**src/rtl/rep7_tx_pkg.sv**
```systemverilog
// rtl/rep7_tx_pkg.sv - shared defaults and FSM encoding for the repetition-code transmitter
// Purpose: payload width / repetition defaults and state constants used by rep7_tx.
// Ports: none (package).
package rep_pkg;

    localparam int DEF_DATA_W = 8;
    localparam int DEF_REP    = 7;

    localparam logic [1:0] ST_IDLE = 2'd0;
    localparam logic [1:0] ST_SEND = 2'd1;
    localparam logic [1:0] ST_GAP  = 2'd2;

endpackage

```
**src/rtl/rep7_tx_if.sv**
```systemverilog
// rtl/rep7_tx_if.sv - payload input and serial chip output bundle for rep7_tx
// Purpose: groups the word handshake and chip stream signals.
// Ports: in_data/in_valid/in_ready word handshake; tx_chip/tx_valid/tx_sof/tx_grp chip stream; done frame-end pulse.
// Modports: master = word source / chip sink, slave = transmitter.
interface rep7_tx_if #(
    parameter int DATA_W = 8
);
    logic [DATA_W-1:0] in_data;
    logic              in_valid;
    logic              in_ready;
    logic              tx_chip;
    logic              tx_valid;
    logic              tx_sof;
    logic              tx_grp;
    logic              done;

    modport master (
        output in_data, in_valid,
        input  in_ready, tx_chip, tx_valid, tx_sof, tx_grp, done
    );

    modport slave (
        input  in_data, in_valid,
        output in_ready, tx_chip, tx_valid, tx_sof, tx_grp, done
    );
endinterface

```
**src/rtl/rep7_tx_mod_counter.sv**
```systemverilog
// rtl/rep7_tx_mod_counter.sv - modulo-MOD up counter with enable, clear and wrap flag
// Purpose: counts 0..MOD-1 while enabled; wrap_o marks the enabled cycle at MOD-1.
// Ports: clk, rst (sync active-high), clr_i sync clear, en_i count enable,
//        cnt_o current count, wrap_o high when en_i and count is MOD-1.
module mod_counter #(
    parameter int MOD = 8
) (
    input  logic                                clk,
    input  logic                                rst,
    input  logic                                clr_i,
    input  logic                                en_i,
    output logic [((MOD > 1) ? $clog2(MOD) : 1)-1:0] cnt_o,
    output logic                                wrap_o
);
    localparam int W = (MOD > 1) ? $clog2(MOD) : 1;

    logic [W-1:0] cnt_q;
    logic [W-1:0] cnt_d;

    assign wrap_o = en_i && (cnt_q == W'(MOD - 1));
    assign cnt_o  = cnt_q;

    always_comb begin
        cnt_d = cnt_q;
        if (clr_i) begin
            cnt_d = '0;
        end else if (en_i) begin
            cnt_d = wrap_o ? '0 : cnt_q + 1'b1;
        end
    end

    always_ff @(posedge clk) begin
        if (rst) begin
            cnt_q <= '0;
        end else begin
            cnt_q <= cnt_d;
        end
    end
endmodule

```
**src/rtl/rep7_tx.sv**
```systemverilog
// rtl/rep7_tx.sv - repetition-code serial transmitter (each payload bit sent REP times, MSB first)
// Purpose: accepts a DATA_W word in IDLE, streams DATA_W*REP chips in SEND, pulses done in GAP.
// Ports: clk; rst (sync active-high); bus (rep7_tx_if.slave): in_* word handshake,
//        tx_chip/tx_valid/tx_sof/tx_grp chip stream, done one-cycle frame-end pulse.
module rep7_tx
    import rep_pkg::*;
#(
    parameter int DATA_W = DEF_DATA_W,
    parameter int REP    = DEF_REP
) (
    input logic       clk,
    input logic       rst,
    rep7_tx_if.slave  bus
);
    localparam int RW = (REP > 1) ? $clog2(REP) : 1;
    localparam int BW = (DATA_W > 1) ? $clog2(DATA_W) : 1;

    logic [1:0]        state_q;
    logic [1:0]        state_d;
    logic [DATA_W-1:0] shift_q;
    logic [DATA_W-1:0] shift_d;
    logic [RW-1:0]     rep_cnt;
    logic [BW-1:0]     bit_cnt;
    logic              rep_wrap;
    logic              bit_wrap;
    logic              in_send;

    assign in_send = (state_q == ST_SEND);

    // Counters sit at zero outside SEND so every frame starts on chip 0 of bit 0.
    mod_counter #(.MOD(REP)) u_rep_cnt (
        .clk    (clk),
        .rst    (rst),
        .clr_i  (!in_send),
        .en_i   (in_send),
        .cnt_o  (rep_cnt),
        .wrap_o (rep_wrap)
    );

    mod_counter #(.MOD(DATA_W)) u_bit_cnt (
        .clk    (clk),
        .rst    (rst),
        .clr_i  (!in_send),
        .en_i   (rep_wrap),
        .cnt_o  (bit_cnt),
        .wrap_o (bit_wrap)
    );

    always_comb begin
        state_d = state_q;
        shift_d = shift_q;
        case (state_q)
            ST_IDLE: begin
                if (bus.in_valid) begin
                    shift_d = bus.in_data;
                    state_d = ST_SEND;
                end
            end
            ST_SEND: begin
                // Current bit always lives in the MSB; shift at the end of each group.
                if (rep_wrap) begin
                    shift_d = shift_q << 1;
                    if (bit_wrap) begin
                        state_d = ST_GAP;
                    end
                end
            end
            ST_GAP: begin
                state_d = ST_IDLE;
            end
            default: begin
                state_d = ST_IDLE;
            end
        endcase
    end

    always_ff @(posedge clk) begin
        if (rst) begin
            state_q <= ST_IDLE;
            shift_q <= '0;
        end else begin
            state_q <= state_d;
            shift_q <= shift_d;
        end
    end

    // All outputs decode registered state only.
    assign bus.in_ready = (state_q == ST_IDLE);
    assign bus.tx_valid = in_send;
    assign bus.tx_chip  = in_send && shift_q[DATA_W-1];
    assign bus.tx_grp   = in_send && (rep_cnt == '0);
    assign bus.tx_sof   = in_send && (rep_cnt == '0) && (bit_cnt == '0);
    assign bus.done     = (state_q == ST_GAP);
endmodule

```
**src/flat_wrapper.sv**
```systemverilog
// flat-port wrapper written by rule: the top's interface ports become plain ports
module rep7_tx_flat import rep_pkg::*;
#(
    parameter int DATA_W = DEF_DATA_W,
    parameter int REP    = DEF_REP
)
  (clk, rst, bus_in_data, bus_in_valid, bus_in_ready, bus_tx_chip, bus_tx_valid, bus_tx_sof, bus_tx_grp, bus_done);
  rep7_tx_if #(.DATA_W(DATA_W)) bus_i ();
  input logic clk;
  input logic rst;
  input wire logic [$bits(bus_i.in_data)-1:0] bus_in_data;
  input wire logic [$bits(bus_i.in_valid)-1:0] bus_in_valid;
  output wire logic [$bits(bus_i.in_ready)-1:0] bus_in_ready;
  output wire logic [$bits(bus_i.tx_chip)-1:0] bus_tx_chip;
  output wire logic [$bits(bus_i.tx_valid)-1:0] bus_tx_valid;
  output wire logic [$bits(bus_i.tx_sof)-1:0] bus_tx_sof;
  output wire logic [$bits(bus_i.tx_grp)-1:0] bus_tx_grp;
  output wire logic [$bits(bus_i.done)-1:0] bus_done;
  assign bus_i.in_data = bus_in_data;
  assign bus_i.in_valid = bus_in_valid;
  assign bus_in_ready = bus_i.in_ready;
  assign bus_tx_chip = bus_i.tx_chip;
  assign bus_tx_valid = bus_i.tx_valid;
  assign bus_tx_sof = bus_i.tx_sof;
  assign bus_tx_grp = bus_i.tx_grp;
  assign bus_done = bus_i.done;
  rep7_tx #(.DATA_W(DATA_W), .REP(REP)) u_core (.clk(clk), .rst(rst), .bus(bus_i));
endmodule
```
**config.mk**
```make
export PLATFORM = sky130hd
export DESIGN_NAME = rep7_tx_flat
export DESIGN_NICKNAME = d
export VERILOG_FILES = /design/src/rtl/rep7_tx_pkg.sv /design/src/rtl/rep7_tx_if.sv /design/src/rtl/rep7_tx_mod_counter.sv /design/src/rtl/rep7_tx.sv /design/src/flat_wrapper.sv
export SDC_FILE = /design/constraint.sdc
export NUM_CORES = 1
export LEC_CHECK = 0
export ABC_AREA = 0
export CAP_MARGIN = 25
export CELL_PAD_IN_SITES_DETAIL_PLACEMENT = 0
export CELL_PAD_IN_SITES_GLOBAL_PLACEMENT = 1
export CORE_AREA = 2 2 54 56
export DETAILED_ROUTE_END_ITERATION = 16
export DIE_AREA = 0 0 56 58
export PLACE_DENSITY = 0.75
export SLEW_MARGIN = 20
export SYNTH_ARGS = -nofsm -noshare
export SYNTH_HDL_FRONTEND = slang
export SYNTH_SLANG_ARGS = --single-unit
```
**constraint.sdc**
```tcl
create_clock -name clk -period 1.4 [get_ports clk]
set_clock_uncertainty 0.05 [all_clocks]
set_input_delay 0.14 -clock clk [delete_from_list [all_inputs] [get_ports clk]]
set_output_delay 0.14 -clock clk [all_outputs]
set_load 0.03 [all_outputs]
```
; ---- After elaboration in Yosys (flattened, before gate mapping)
; Cells that the tools add are included.
[word_totals]
word_cells = 35
regBits = 16
out_inout_bits = 6
input_bits = 11
[op_classes]
bitwise = 1
mux = 8
n_eq_ne = 7
n_addsub = 2
reduce_logical = 13
[op_table]
columns = op, n
row1 = 2-to-1 mux 8 bit, 2
row2 = case mux 8 bit (2 select lines), 1
row3 = adder 3 x 1 -> 3 bit (second input constant), 2
row4 = equality test 3 bit (second input constant), 2
row5 = logical NOT 3 bit, 2
row6 = 2-to-1 mux 2 bit, 3
row7 = != test 2 bit (second input constant), 3
row8 = AND reduction 3 bit, 2
row9 = logical AND 1 bit, 5
row10 = case mux 2 bit (2 select lines), 1
row11 = 2-to-1 mux 3 bit, 1
row12 = OR reduction 3 bit, 1
row13 = equality test 2 x 1 -> 1 bit (second input constant), 1
row14 = equality test 2 bit (second input constant), 1
row15 = logical NOT 2 bit, 1
row16 = nonzero test 2 bit, 1
row17 = OR reduction 2 bit, 1
row18 = inverter 1 bit, 1

; ---- Depth between registers and ports, before layout
[logic_depth]
ltp_word = 6
mapped_depth = 6
mapped_depth_nobuf = 5

; ---- Modules after synthesis
; From an unflattened synthesis, not the netlist that was laid out.
[unflattened]
hier_cells = 83
area_unflattened_um2 = 829.5
[modules_own_cells]
columns = module, area_each_um2, instances, cells_each, seq_area_each_um2
row1 = rep7_tx, 509.2, 1, 52, 200.2
row2 = mod_counter at u_core.u_rep_cnt, 165.2, 1, 17, 60.1
row3 = mod_counter at u_core.u_bit_cnt, 155.1, 1, 14, 60.1

; ---- Least setup slack after synthesis
; Ideal clock, no wire load.
[synth_path]
kind = register to output
from = reg u_core.state_q[0]
to = out bus_tx_sof
path_slack_ps = -535
required_ps = 1210
path_buffers = 0
arrival_time_ps = 1745
stages_incl_launch_ff = 4
path_cell_list = dfxtp_1 > nor2b_1 > and3b_1 > and3b_1
[synth_between]
elab_chain_len = 3
[synth_lines]
columns = element, line
row1 = start: declaration, rep7_tx.sv:18  ; logic [1:0] state_q;
row2 = start signal: assignment, rep7_tx.sv:82  ; state_q <= state_d;
row3 = equality test 2 x 1 -> 1 bit, rep7_tx.sv:28  ; assign in_send = (state_q == ST_SEND);
row4 = net bus_tx_valid, flat_wrapper.sv:15  ; output wire logic [$bits(bus_i.tx_valid)-1:0] bus_tx_valid;
row5 = logical AND 1 bit, -
row6 = net bus_tx_grp, flat_wrapper.sv:17  ; output wire logic [$bits(bus_i.tx_grp)-1:0] bus_tx_grp;
row7 = logical AND 1 bit, rep7_tx.sv:92  ; assign bus.tx_sof = in_send && (rep_cnt == '0) && (bit_cnt == '0);
row8 = end: declaration, flat_wrapper.sv:16  ; output wire logic [$bits(bus_i.tx_sof)-1:0] bus_tx_sof;
; The timed path passes the listed nets, and every way through them passes these cells.

; ---- Worst setup path after layout
[layout_path]
from = reg u_core.u_rep_cnt.cnt_q[1] (netlist: u_core.u_rep_cnt.cnt_o[1])
to = out bus_tx_sof
[layout_between]
elab_chain_len = 3
[layout_lines]
columns = element, line
row1 = start: declaration, rep7_tx_mod_counter.sv:17  ; logic [W-1:0] cnt_q;
row2 = start signal: assignment, rep7_tx_mod_counter.sv:36  ; cnt_q <= cnt_d;
row3 = logical NOT 3 bit, rep7_tx.sv:92
row4 = logical AND 1 bit (2 in a row), rep7_tx.sv:92
; Every way passes these cells.

==> impl_metrics.env <==
export IMPL_outcome="finished, violations left"
export IMPL_violations="setup timing"
export IMPL_grt_overflow=0
export IMPL_worstReg2RegStart="u_core.u_rep_cnt.cnt_o[0]"
export IMPL_fp_dieArea_um2=3250
export IMPL_nFillCells=272
export IMPL_drive_gt1_frac=0.476
export IMPL_synth_simple_area_share=0.279
export IMPL_cp_arrival_ns=1.35
export IMPL_worstHoldPathCells=2
export IMPL_post_route_util=0.497
export IMPL_dp_slack_ns=-0.0189
export IMPL_finalCritPeriodShare=1.10
export IMPL_final_common_cell="buf_4"
export IMPL_pwr_density_cell_nw_per_um2=740
export IMPL_setup_ws_ns=-0.142
export IMPL_period_needed_ns=1.54
export IMPL_rsz0062_at_grt="yes"
export IMPL_hold_path_class="reg2reg"
export IMPL_grt_pass1_wl_mm=3.42
export IMPL_hold_viol_final=0
export IMPL_finalNetCount=145
export IMPL_htree_levels=1
export IMPL_yosysSeqAreaShare=0.376
export IMPL_synth_cell_types=25
export IMPL_rows=19
export IMPL_cts_path_max_buffers=2
export IMPL_grt_pass1_vias=820
export IMPL_grt_usage=0.131
export IMPL_design_area_um2=1320
export IMPL_syn_area_per_cell_um2=8.88
export IMPL_diodes=0
export IMPL_wl_per_cell_um=13.9
export IMPL_wirelength_mm=2.18
export IMPL_ys_ff_latch=16
export IMPL_layout_common_cells="buf_4 (15), dfxtp_1 (12), a211oi_2 (10), clkdlybuf4s50_1 (10)"
export IMPL_end_kind="output port"
export IMPL_cts_tree="done"
export IMPL_r2r_end="u_core.shift_q[4]"
export IMPL_grt_max_degree=19
export IMPL_vias=812
export IMPL_critPathKind="reg2out"
export IMPL_antenna_found_initial=0
export IMPL_die_y_um=58
export IMPL_holdPathEnd="u_core.u_bit_cnt.cnt_o[1]"
export IMPL_root_buffer="clkbuf_4"
export IMPL_numPortBuffers=16
export IMPL_die_x_um=56
export IMPL_ios=17
export IMPL_syn_area_um2=852
export IMPL_synth_adder_area_share=0.0881
export IMPL_ant_nets=0
export IMPL_numCtsBuffers=3
export IMPL_max_freq_mhz=649
export IMPL_crit_path_start_kind="register"
export IMPL_hpwl_mm=1.41
export IMPL_layout_cells_non_filler=157
export IMPL_worstPathMaxFanout=2
export IMPL_slew_violations=0
export IMPL_clk_latency_ns=0.28
export IMPL_drc=0
export IMPL_reg2reg_slack_ns=0
export IMPL_synth_fp_nets=113
export IMPL_start_util=0.320
export IMPL_core_um2=2660
export IMPL_clock_sinks=16
export IMPL_netlist_instances=96
export IMPL_place_gp_congestion=0.708
export IMPL_relSlewSlack=0.811
export IMPL_place_area_um2=1080
export IMPL_total_power_mw=0.980
export IMPL_drtPass1Iterations=5
export IMPL_maxCapViolations=0
export IMPL_r2r_cells=8
export IMPL_ys_warn_count=0
export IMPL_hp_start="u_core.u_bit_cnt.cnt_o[1]"
export IMPL_tightestPinTransition_ns=0.282
export IMPL_synthToLayoutAreaGrowth_pct=55.4
export IMPL_synthMuxAreaShare=0.0235
export IMPL_synth_compound_area_frac=0.153
export IMPL_leakagePower_nw=0.525
export IMPL_synth_top_family_by_area="simple AND/OR/NAND/NOR gates"
export IMPL_vias_per_cell=5.17
export IMPL_ir_drop_uv=618
export IMPL_synth_xor_area_share=0.0103
export IMPL_placed_cells=146
export IMPL_holdWs_ns=0.426
export IMPL_required_ns=1.21
export IMPL_setup_violations=5
export IMPL_dr_first_iter_drc_count=4
export IMPL_ctsHoldBuffers=0
export IMPL_setup_tns_ns=-0.182
export IMPL_cts_clk_slew_worst_paths_ns=0.09
[logic make-up (layout without fill, tap and decap cells)]
group	count (synthesis)	after routing
fa+ha+maj	6	6
mux	2	2
simple gates	41	41
buf+inv	12	42
xor+xnor	1	1
compound gates	18	18
flops	16	16
[state kept, by name, indices dropped and copies added, names as in the netlist]
signal and cells:
u_core.state_q 2, u_core.shift_q 8, u_core.u_bit_cnt.cnt_o 3, u_core.u_rep_cnt.cnt_o 3
[repair_timing]
action                                  in CTS  in global routing
pin swaps                                    7                  5
resized for setup                           15                 28
setup buffers                                4                  4
endpoints found under the setup margin       7                 13
[critical path: stages, from the launching register on]
cell and delay (ns):
dfxtp_2 0.34, inv_2 0.03, ha_2 0.16, and3b_2 0.20, and3b_2 0.20, buf_6 0.13
[cells in the mapped netlist (all sizes together)]
master | number | share of area
and3 | 2 | 0.015
nand4b | 1 | 0.010
and4b | 1 | 0.012
and2 | 1 | 0.0073
xnor2 | 1 | 0.010
a32o | 1 | 0.012
a211oi | 14 | 0.12
nor2 | 7 | 0.031
dfxtp | 16 | 0.38
and3b | 2 | 0.021
a21oi | 2 | 0.012
inv | 6 | 0.026
nand2 | 5 | 0.022
nor2b | 9 | 0.066
nor3b | 2 | 0.031
clkbuf | 1 | 0.0044
o21ai | 1 | 0.0059
ha | 6 | 0.088
nor3 | 8 | 0.047
nand3 | 3 | 0.018
buf | 5 | 0.040
mux2i | 2 | 0.023
[worst max path at each step]
stage / startpoint / to / slack (ns) / depth (start not counted)
2_1_floorplan: u_core.state_q[0] / bus_tx_sof / -0.03 / 3
3_3_place_gp: bus_in_valid / u_core.shift_q[6] / 0.01 / 5
3_5_place_dp: bus_in_valid / u_core.shift_q[1] / -0.02 / 5
4_1_cts: u_core.u_rep_cnt.cnt_o[1] / bus_tx_sof / -0.15 / 5
5_1_grt: u_core.u_rep_cnt.cnt_o[1] / bus_tx_sof / -0.18 / 5
6_report: u_core.u_rep_cnt.cnt_o[1] / bus_tx_sof / -0.14 / 5
[report_power, final]
| part | internal, mW | total, mW | leakage [nW] | switching, mW |
|---|---|---|---|---|
| combinational | 0.137 | 0.254 | 0.378 | 0.118 |
| clock | 0.0997 | 0.233 | 0.0138 | 0.134 |
| sequential | 0.475 | 0.492 | 0.133 | 0.0167 |
| total | 0.712 | 0.980 | 0.525 | 0.268 |
[per-layer routing]
layer / global-route usage / vias to the layer above / share of wire
met3: 0.0246 / 6 / 0.047
met5: 0 / - / 0
met1: 0.163 / 379 / 0.43
met4: 0.0510 / 0 / 0.0060
li1: - / 402 / -
met2: 0.225 / 25 / 0.52
[layout make-up]
class                           instances  area [um2]  share of cell area
Multi-Input combinational cell         68         598               0.452
Timing Repair Buffer                   33         312               0.235
Inverter                                6        22.5              0.0170
Clock buffer                            3        22.5              0.0170
Tap cell                               31        38.8              0.0293
Sequential cell                        16         330               0.250
Note: power is estimated with default switching activity, not from simulation.
